--- config.mk ---
export PLATFORM = sky130hd
export DESIGN_NAME = risc_req_arbiter
export DESIGN_NICKNAME = d
export VERILOG_FILES = /design/src/rtl/risc_req_arbiter.sv
export SDC_FILE = /design/constraint.sdc
export NUM_CORES = 1
export LEC_CHECK = 0
export CAP_MARGIN = 20
export CORE_MARGIN = 2
export CORE_UTILIZATION = 25
export DETAILED_ROUTE_END_ITERATION = 6
export GPL_ROUTABILITY_DRIVEN = 0
export SLEW_MARGIN = 0
export SYNTH_ARGS = -nofsm -noshare
export SYNTH_HDL_FRONTEND = slang
export SYNTH_SLANG_ARGS = --single-unit
--- constraint.sdc ---
create_clock -name clk -period 6.5 [get_ports clk]
set_input_delay 0.65 -clock clk [delete_from_list [all_inputs] [get_ports clk]]
set_output_delay 0.65 -clock clk [all_outputs]
set_load 0.005 [all_outputs]
--- src/rtl/risc_req_arbiter.sv ---
// ---------------------------------------------------------------------------
// risc_req_arbiter
//
// Shares one RISC datapath between two independent requesters. One command
// is accepted at a time; its operands are driven onto the datapath and held
// stable for LAT cycles. The datapath result (mdata) is then captured and
// returned with the owning requester ID over a valid/ready response channel.
//
// Operation sequence: IDLE (grant) -> RUN (wait LAT cycles) -> RESP (hold
// the response until it is consumed) -> IDLE.
//
// Parameters:
//   LAT  datapath cycles from operand issue to a valid mdata sample (1..15)
//   AW   datapath address width
//
// Ports:
//   clk, rst                  clock, asynchronous active-high reset
//   reqN_valid / reqN_ready   command handshake for requester N (N = 0, 1)
//   reqN_a, reqN_b            operands A and B for requester N
//   reqN_asel, reqN_addr      A-select and memory address for requester N
//   rsp_valid / rsp_ready     response handshake
//   rsp_id, rsp_data          owning requester and captured mdata
//   risc_a, risc_b            operands driven to the datapath
//   risc_asel, risc_add       A-select and address driven to the datapath
//   risc_mdata                result returned by the datapath
//   busy                      high whenever an operation is in flight
//
// Configuration macro:
//   FIXED_PRIO_EN  when defined, requester 0 always wins when both requesters
//                  are valid; when undefined, contention is resolved
//                  round-robin.
// ---------------------------------------------------------------------------
module risc_req_arbiter #(
    parameter int LAT = 2,
    parameter int AW  = 16
) (
    input  logic          clk,
    input  logic          rst,

    input  logic          req0_valid,
    output logic          req0_ready,
    input  logic [31:0]   req0_a,
    input  logic [31:0]   req0_b,
    input  logic          req0_asel,
    input  logic [AW-1:0] req0_addr,

    input  logic          req1_valid,
    output logic          req1_ready,
    input  logic [31:0]   req1_a,
    input  logic [31:0]   req1_b,
    input  logic          req1_asel,
    input  logic [AW-1:0] req1_addr,

    output logic          rsp_valid,
    input  logic          rsp_ready,
    output logic          rsp_id,
    output logic [31:0]   rsp_data,

    output logic [31:0]   risc_a,
    output logic [31:0]   risc_b,
    output logic          risc_asel,
    output logic [AW-1:0] risc_add,
    input  logic [31:0]   risc_mdata,

    output logic          busy
);

    typedef enum logic [1:0] {
        IDLE = 2'd0,
        RUN  = 2'd1,
        RESP = 2'd2
    } state_t;

    // Counter load value: the counter reaches zero on the edge that samples
    // mdata, so an acceptance at edge k samples at edge k+LAT.
    localparam logic [3:0] LAT_INIT = 4'(LAT - 1);

    state_t        state_q;
    logic [3:0]    lat_cnt_q;
`ifndef FIXED_PRIO_EN
    logic          rr_ptr_q;
`endif

    logic [31:0]   risc_a_q;
    logic [31:0]   risc_b_q;
    logic          risc_asel_q;
    logic [AW-1:0] risc_add_q;

    logic          rsp_valid_q;
    logic          rsp_id_q;
    logic [31:0]   rsp_data_q;

    logic          sel1_d;
    logic          take0_d;
    logic          take1_d;
    logic          xfer_d;
    logic [31:0]   grant_a_d;
    logic [31:0]   grant_b_d;
    logic          grant_asel_d;
    logic [AW-1:0] grant_addr_d;

    // Requester selection and payload steering. Ready is only offered in
    // IDLE and only to the selected requester, and it is gated with that
    // requester's valid so a transfer is simply "ready is high".
    always_comb begin
        sel1_d = 1'b0;
`ifdef FIXED_PRIO_EN
        sel1_d = req1_valid && !req0_valid;
`else
        sel1_d = req1_valid && (!req0_valid || rr_ptr_q);
`endif
        take0_d = (state_q == IDLE) && req0_valid && !sel1_d;
        take1_d = (state_q == IDLE) && sel1_d;
        xfer_d  = take0_d || take1_d;

        grant_a_d    = sel1_d ? req1_a    : req0_a;
        grant_b_d    = sel1_d ? req1_b    : req0_b;
        grant_asel_d = sel1_d ? req1_asel : req0_asel;
        grant_addr_d = sel1_d ? req1_addr : req0_addr;
    end

    // Control FSM with all outputs registered. The datapath operand
    // registers are only written on acceptance, so they keep their last
    // values between operations. A reset clears everything, including any
    // response still waiting in RESP.
    always_ff @(posedge clk or posedge rst) begin
        if (rst) begin
            state_q     <= IDLE;
            lat_cnt_q   <= 4'd0;
`ifndef FIXED_PRIO_EN
            rr_ptr_q    <= 1'b0;
`endif
            risc_a_q    <= 32'd0;
            risc_b_q    <= 32'd0;
            risc_asel_q <= 1'b0;
            risc_add_q  <= '0;
            rsp_valid_q <= 1'b0;
            rsp_id_q    <= 1'b0;
            rsp_data_q  <= 32'd0;
        end else begin
            case (state_q)
                IDLE: begin
                    if (xfer_d) begin
                        risc_a_q    <= grant_a_d;
                        risc_b_q    <= grant_b_d;
                        risc_asel_q <= grant_asel_d;
                        risc_add_q  <= grant_addr_d;
                        rsp_id_q    <= take1_d;
`ifndef FIXED_PRIO_EN
                        // Favour the other requester on the next contention.
                        rr_ptr_q    <= ~take1_d;
`endif
                        lat_cnt_q   <= LAT_INIT;
                        state_q     <= RUN;
                    end
                end

                RUN: begin
                    if (lat_cnt_q == 4'd0) begin
                        rsp_data_q  <= risc_mdata;
                        rsp_valid_q <= 1'b1;
                        state_q     <= RESP;
                    end else begin
                        lat_cnt_q <= lat_cnt_q - 4'd1;
                    end
                end

                RESP: begin
                    // No bypass back into a grant on the same edge: the next
                    // acceptance happens from IDLE one edge later at best.
                    if (rsp_ready) begin
                        rsp_valid_q <= 1'b0;
                        state_q     <= IDLE;
                    end
                end

                default: begin
                    state_q <= IDLE;
                end
            endcase
        end
    end

    assign req0_ready = take0_d;
    assign req1_ready = take1_d;

    assign risc_a    = risc_a_q;
    assign risc_b    = risc_b_q;
    assign risc_asel = risc_asel_q;
    assign risc_add  = risc_add_q;

    assign rsp_valid = rsp_valid_q;
    assign rsp_id    = rsp_id_q;
    assign rsp_data  = rsp_data_q;

    assign busy = (state_q != IDLE);

endmodule
Word-level counts from Yosys, hierarchy flattened. Cells that the tools add are included.

Flip-flop bits (word level): 122. Latch bits: 0. Memory bits (writable): 0. Bits in read-only memories: 0. Bits of input ports: 199. Output and inout port bits: 118. Word-level logic and storage cells: 50. Memories: 0.

Add/subtract/negate cells: 1. $mul: 0. Div/mod/pow operators: 0. Order comparisons: 0. Equal/unequal tests: 6. Shift operators: 0. Muxes and demuxes: 14. Bitwise gates (word level): 1. Reduce and logical (&&, ||, !) cells: 18.

Operator list (count): $mux 32 (2); $mux 16 (1); $reduce_and 3->1 (3); $mux 4 (2); $ne 2x2->1 const B (4); $pmux 4 s2 (1); $mux 2 (3); $pmux 2 s3 (1); $reduce_bool 2->1 (3); $logic_and 1x1->1 (4); $logic_not 4->1 (1); $reduce_and 2->1 (2); $sub 4x1->4 const B (1); $mux 1 (3); $eq 2x1->1 const B (1); $eq 2x2->1 const B (1); $logic_not 1->1 (2); $logic_not 2->1 (1); $logic_or 1x1->1 (2); $pmux 1 s2 (1); $not 1->1 (1).

Longest topological paths before layout. Gate-level depths: netlist (run 1).

Depth after elaboration: 8. Depth in mapped cells: 6.

Worst setup path after synthesis (run 1). Ideal clock, no wire load.

Path type: input-to-output. From: input port req0_valid. To: output port req0_ready. Arrival time: 1288 ps. Path slack: 4562 ps. Cell stages on the path: 5. Cell sequence: nor2b_1 -> buf_6 -> buf_2 -> nor2_1 -> nor2_1.

Cells in the longest elaborated chain, start to end: 5.

Ends and longest elaborated chain: start, declared (RTL line 40) `input logic req0_valid,`; $logic_not 1->1 (RTL line 110) `sel1_d = req1_valid && (!req0_valid || rr_ptr_q);`; $logic_or 1x1->1 (RTL line 110); $logic_and 1x1->1 (RTL line 110); $logic_not 1->1 (RTL line 112) `take0_d = (state_q == IDLE) && req0_valid && !sel1_d;`; $logic_and 1x1->1 (*) (RTL line 112); end, declared (RTL line 41) `output logic req0_ready,`.

Every way passes the cells marked *; elsewhere a longest branch is shown, timed or not.

Worst setup path in the final report (run 1).
From: input port req0_valid. To: register risc_a_q[30] (netlist: risc_a[30]).

Cells in the longest elaborated chain, start to end: 7.

Ends and longest elaborated chain: $logic_not 1->1 (RTL line 110); $logic_or 1x1->1 (RTL line 110); $logic_and 1x1->1 (RTL line 110); $logic_not 1->1 (RTL line 112); $logic_and 1x1->1 (RTL line 112); $logic_or 1x1->1 (RTL line 114) `xfer_d = take0_d || take1_d;`; $reduce_and 2->1 (no source line); end signal, assigned (RTL line 144) `risc_a_q <= grant_a_d;`; end, declared (RTL line 84) `logic [31:0] risc_a_q;`.

Parallel ways exist; a longest one is shown, timed or not. A chain may end at the register's enable or synchronous reset.

==> impl_metrics.ini, run 1 <==
[timing]
tightest_slew_ns = 1.08
slew_violations = 0
tns_ns = 0
layout_setup_ws_ns = 3.11
setup_viol = 0
whs_ns = 0.502
skew_ns = 0.00841
rsz0062_at_grt = false
finalHoldViolations = 0
max_clock_freq_ghz = 0.295
fin_crit_sh_pct = 52.2
finalWorstPathRequiredPeriod_ns = 3.39
relSlewSlack_pct = 28.3

[yosys]
synth_fp_nets = 788
ys_seq_elements = 122
yosys-top-cells-area = dfrtp_1, nand3b_1, a31oi_1
synthFlopType = dfrtp_1
synth-edff-count = 0
synth_top_area_cell = dfrtp_1
syn_area_per_cell_sq_um = 10.3
async_flop_share_pct = 100
synth_top_area_share_pct = 50.6
synth.most_common_cell = dfrtp_1
ys_types = 35
yosysSeqAreaShare_pct = 50.6
synth_common_cells = dfrtp_1, a31oi_1, o21ai_0
synth.cell_area_sq_um = 6030
syn-instance-count = 587
yosysWarnings = 0

[grt]
grt_use_total_pct = 16.4
antenna_found_initial = 1
grt_pass1_vias = 5820
grt_max_degree = 127
gr-total-overflow = 0
grt_pass1_wl_um = 33100

[clocking]
cts_made_buffers = 17
tritoncts = built
cts-root-buf = clkbuf_16
path_clk_slew_ns = 0.06
clock-sinks = 122
clockBufferDepth = 2
cts_hold_buffers = 0
cts_setup_buffers = 0
h-tree-depth = 4
cts.repair.resized = 0
clk_latency_ns = 0.41

[worst_setup_path]
slowest_delay_ns = 0.77
start_kind = primary input
crit_type = in2reg
critPathArrivalTime_ns = 3.65
required_ns = 6.75
critPathTopFamily = simple AND/OR/NAND/NOR gates
cp_cell_sequence = clkdlybuf4s50_1 -> or2_4 -> and2_2 -> buf_4 -> a31oi_1
cp_slowest_cell = or2_4
worstPathMaxFanout = 84
worstSetupEndpointType = flip-flop
crit_buf_inv = 2

[die]
core_sq_um = 23500
start_util_pct = 25.6
fp.dieH_um = 159
dieArea_sq_um = 25400
io-pin-count = 317
die_w_um = 159
rows = 56

[power_and_ir_drop]
p_per_area_nw_per_um2 = 440
ir_worst_vdd_mv = 0.218
sw_frac_of_total_pct = 33.6
p_comb_share_pct = 47.4
internal_power_w = 0.00290
p_leak_nw = 3.82
power.total_w = 0.00437
p_clk_share_pct = 21.0
p_switching_w = 0.00147
pwr-share-seq_pct = 31.6

[job]
maxCapViolCount = 0

[routing]
final_antenna_net_count = 0
vias = 5857
drt_iter0_drc = 329
vias_per_cell = 4.90
routedWlPerCell_um = 17.8
drc = 0
routed_wl_um = 21300
first_pass_iters = 4

[placement]
place_ws_ns = 2.68
hpwl_um = 14000
port_buffers = 316

[worst_hold_path]
hold_class = reg2reg

[status]
status = completed

[cells_and_area]
layout.nets = 1064
area_growth_pct = 64.6
layout-drive-gt1-share_pct = 9.47
placed cells by master, fill, tap and decap left out, types with 2 or more instances in the layout:
| cell | netlist | routed |
|---|---|---|
| mux2_4 | 28 | 28 |
| clkdlybuf4s50_1 | 0 | 315 |
| a21oi_1 | 82 | 82 |
| clkinv_4 | 0 | 4 |
| nand2b_1 | 4 | 4 |
| clkinvlp_4 | 0 | 2 |
| inv_1 | 5 | 4 |
| inv_6 | 0 | 4 |
| ha_1 | 2 | 2 |
| nand2_1 | 5 | 5 |
| a31o_2 | 2 | 2 |
| mux2_2 | 4 | 4 |
| nor2_1 | 2 | 2 |
| a31oi_1 | 83 | 83 |
| buf_4 | 1 | 7 |
| nor3_1 | 3 | 3 |
| nand3b_1 | 81 | 81 |
| clkbuf_16 | 0 | 17 |
| o21ai_0 | 83 | 83 |
| clkinv_2 | 0 | 3 |
| dfrtp_1 | 122 | 122 |
final timing paths:
check                           depth (start not counted)  slack (ns)         from            to
worst max-delay path                                    5        3.11   req0_valid    risc_a[30]
worst min-delay path                                    1        0.50  rsp_data[9]   rsp_data[9]
worst max register to register                          5        3.82   state_q[0]    risc_a[30]
worst min register to register                          1        0.50  rsp_data[9]   rsp_data[9]
max in group asynchronous                               3        4.37          rst   risc_add[1]
min in group asynchronous                               2        0.71          rst  rsp_data[28]
per-layer routing:
layer  routed length (um)  global-route usage (%)  up-vias
li1                     -                       -     2746
met1                 8950                    19.8     2839
met2                10200                    27.5      243
met3                 1650                    5.34       29
met4                  460                    5.91        0
met5                    0                       0        -
flip-flops by register name (all words and copies together) (netlist names), 2 cells and up:
| name | flops |
|---|---|
| lat_cnt_q | 4 |
| rsp_data | 32 |
| risc_a | 32 |
| state_q | 2 |
| risc_b | 32 |
| risc_add | 16 |
worst register-to-register path, cell delays in order, from the launching register on:
cell,delay (ns)
dfrtp_1,0.42
nor2_4,0.13
buf_4,0.45
and2_2,0.74
buf_4,0.56
a31oi_1,0.22
cells by family (layout without fill, tap and decap cells):
| family | Yosys count | count (layout) | synth area share, % |
|---|---|---|---|
| AOI/OAI and AO/OA | 255 | 255 | 23.4 |
| adders and majority gates | 2 | 2 | 0.415 |
| muxes | 32 | 32 | 7.72 |
| and+or+nand+nor | 104 | 104 | 12.5 |
| buffers and inverters | 72 | 361 | 5.38 |
| other | 0 | 1 | 0 |
| DFF | 122 | 122 | 50.6 |
power by group through the flow:
stage                     clock, W  sequential, W  combinational [W]
after floorplan                  0        0.00140           0.000973
after global placement           0        0.00137            0.00209
after detailed placement         0        0.00139            0.00210
after CTS                 0.000948        0.00138            0.00211
after global routing      0.000986        0.00143            0.00225
final                     0.000918        0.00138            0.00207
final cells by class:
class / count / area [sq um]
repair buffers: 323 / 3210
multi-input cells: 393 / 2670
inverters: 6 / 25.0
clock buffers: 17 / 425
clock inverters: 15 / 141
diodes: 1 / 2.50
flip-flops and latches: 122 / 3050
fillers: 2369 / 13600
well taps: 319 / 399
metrics by stage:
step	instance area, sq um	utilization (%)	instances
after floorplan	6030	-	587
after global placement	9360	39.7	1163
after detailed placement	9360	39.7	1163
after CTS	9920	42.1	1195
after global routing	9920	42.2	1196
final	9920	42.2	1196
No activity file was read; power rests on OpenSTA's default activity.
==> run 2, diff against run 1 <==
Clock period 6.5 ns to 2.8 ns, I/O delays scaled along.
==> impl_metrics.ini, run 2 (same netlist as run 1, synthesis figures left out) <==
[status]
status = completed

[job]
maxCapViolCount = 0

[routing]
drt_iter0_drc = 330
vias = 5827
drc = 0
routedWlPerCell_um = 18.1
final_antenna_net_count = 0
first_pass_iters = 4
routed_wl_um = 21700
vias_per_cell = 4.86

[worst_setup_path]
crit_type = in2out
regToRegSetupSlack_ns = 0.86
cp_cell_sequence = clkdlybuf4s50_1 -> nor2b_4 -> nor2_1 -> nor2_1 -> clkdlybuf4s50_1
cp_slowest_cell = clkdlybuf4s50_1
slowest_delay_ns = 0.59
worstSetupEndpointType = primary output
worstPathMaxFanout = 17
start_kind = primary input
required_ns = 2.52
critPathArrivalTime_ns = 2.08

[timing]
whs_ns = 0.425
max_clock_freq_ghz = 0.424
rsz0062_at_grt = false
finalHoldViolations = 0
relSlewSlack_pct = 36.6
tightest_slew_ns = 0.951
finalWorstPathRequiredPeriod_ns = 2.36
fin_crit_sh_pct = 84.2
skew_ns = 0.00983
setup_viol = 0
tns_ns = 0
slew_violations = 0

[die]
core_sq_um = 23500
dieArea_sq_um = 25400
die_w_um = 159
io-pin-count = 317
fp.dieH_um = 159
start_util_pct = 25.6
rows = 56

[power_and_ir_drop]
p_clk_share_pct = 21.1
p_per_area_nw_per_um2 = 1030
sw_frac_of_total_pct = 34.5
p_comb_share_pct = 47.7
p_leak_nw = 3.85
pwr-share-seq_pct = 31.2
ir_worst_vdd_mv = 0.384
p_switching_w = 0.00354
internal_power_w = 0.00673

[clocking]
cts.repair.resized = 0
cts_made_buffers = 17
cts_setup_buffers = 0
cts-root-buf = clkbuf_16
path_clk_slew_ns = 0.06
cts_hold_buffers = 0
tritoncts = built
clk_latency_ns = 0.41
h-tree-depth = 4
clock-sinks = 122
clockBufferDepth = 2

[placement]
port_buffers = 316
hpwl_um = 14100

[grt]
grt_pass1_wl_um = 33800
grt_pass1_vias = 5707
grt_use_total_pct = 16.7
gr-total-overflow = 0
antenna_found_initial = 0
grt_max_degree = 123

[cells_and_area]
layout.nets = 1069
layout-drive-gt1-share_pct = 9.99
mostFrequentLayoutCell = clkdlybuf4s50_1
area_growth_pct = 65.8
fillers = 2373
final_cell_mix = clkdlybuf4s50_1, dfrtp_1, o21ai_0, a31oi_1, a21oi_1
antenna-diode-count = 0

[worst_hold_path]
hold_class = in2async
-- run 2: cell types whose count changed in the layout (fill, tap and decap cells not counted), sizes merged --
cell      change
buf           +5
clkinv        -3
inv           +3
bufinv        -1
clkinvlp      +1
diode         -1
-- run 2: layout make-up --
cell class / count / area, sq um / share of cell area [%]
Timing Repair Buffer: 328 / 3270 / 32.8
Sequential cell: 122 / 3050 / 30.5
Multi-Input combinational cell: 393 / 2670 / 26.7
Clock buffer: 17 / 425 / 4.26
Tap cell: 319 / 399 / 3.99
Clock inverter: 15 / 149 / 1.49
Inverter: 6 / 26.3 / 0.263
-- run 2: power groups by stage --
| stage | sequential [W] | clock, W | combinational, W |
|---|---|---|---|
| floorplan | 0.00324 | 0 | 0.00226 |
| global route | 0.00332 | 0.00231 | 0.00533 |
| finish | 0.00321 | 0.00216 | 0.00490 |
| detailed placement | 0.00322 | 0 | 0.00495 |
| CTS | 0.00321 | 0.00223 | 0.00496 |
| global placement | 0.00320 | 0 | 0.00492 |
-- run 2: through the flow --
step	cells	setup slack [ns]	area, sq um	power [W]	util (%)
after global routing	1200	0.334	9990	0.0110	42.4
after CTS	1200	0.402	9990	0.0104	42.4
final	1200	0.442	9990	0.0103	42.4
after detailed placement	1168	0.428	9420	0.00817	40.0
after global placement	1168	0.469	9420	0.00812	40.0
after floorplan	587	1.02	6030	0.00550	-
-- run 2: worst paths after layout --
path                               end  depth (start not counted)   startpoint
max in group asynchronous   risc_b[27]                          3          rst
min in group clk            risc_a[25]                          3   req0_a[25]
max reg2reg                  risc_a[9]                          5   state_q[0]
min                        risc_add[5]                          3          rst
max                         req0_ready                          5   req0_valid
min reg2reg                rsp_data[9]                          1  rsp_data[9]
-- run 2: metal layers --
layer	wire length (um)	global-route usage (%)
met1	9530	21.3
met3	1590	5.57
met5	0	0
met4	272	3.84
met2	10300	27.5
-- run 2: worst max-delay path, delay by kind of cell --
kind | cells | cell delay [ns]
AND/OR/NAND/NOR | 3 | 0.67
buffers and inverters | 2 | 1.13
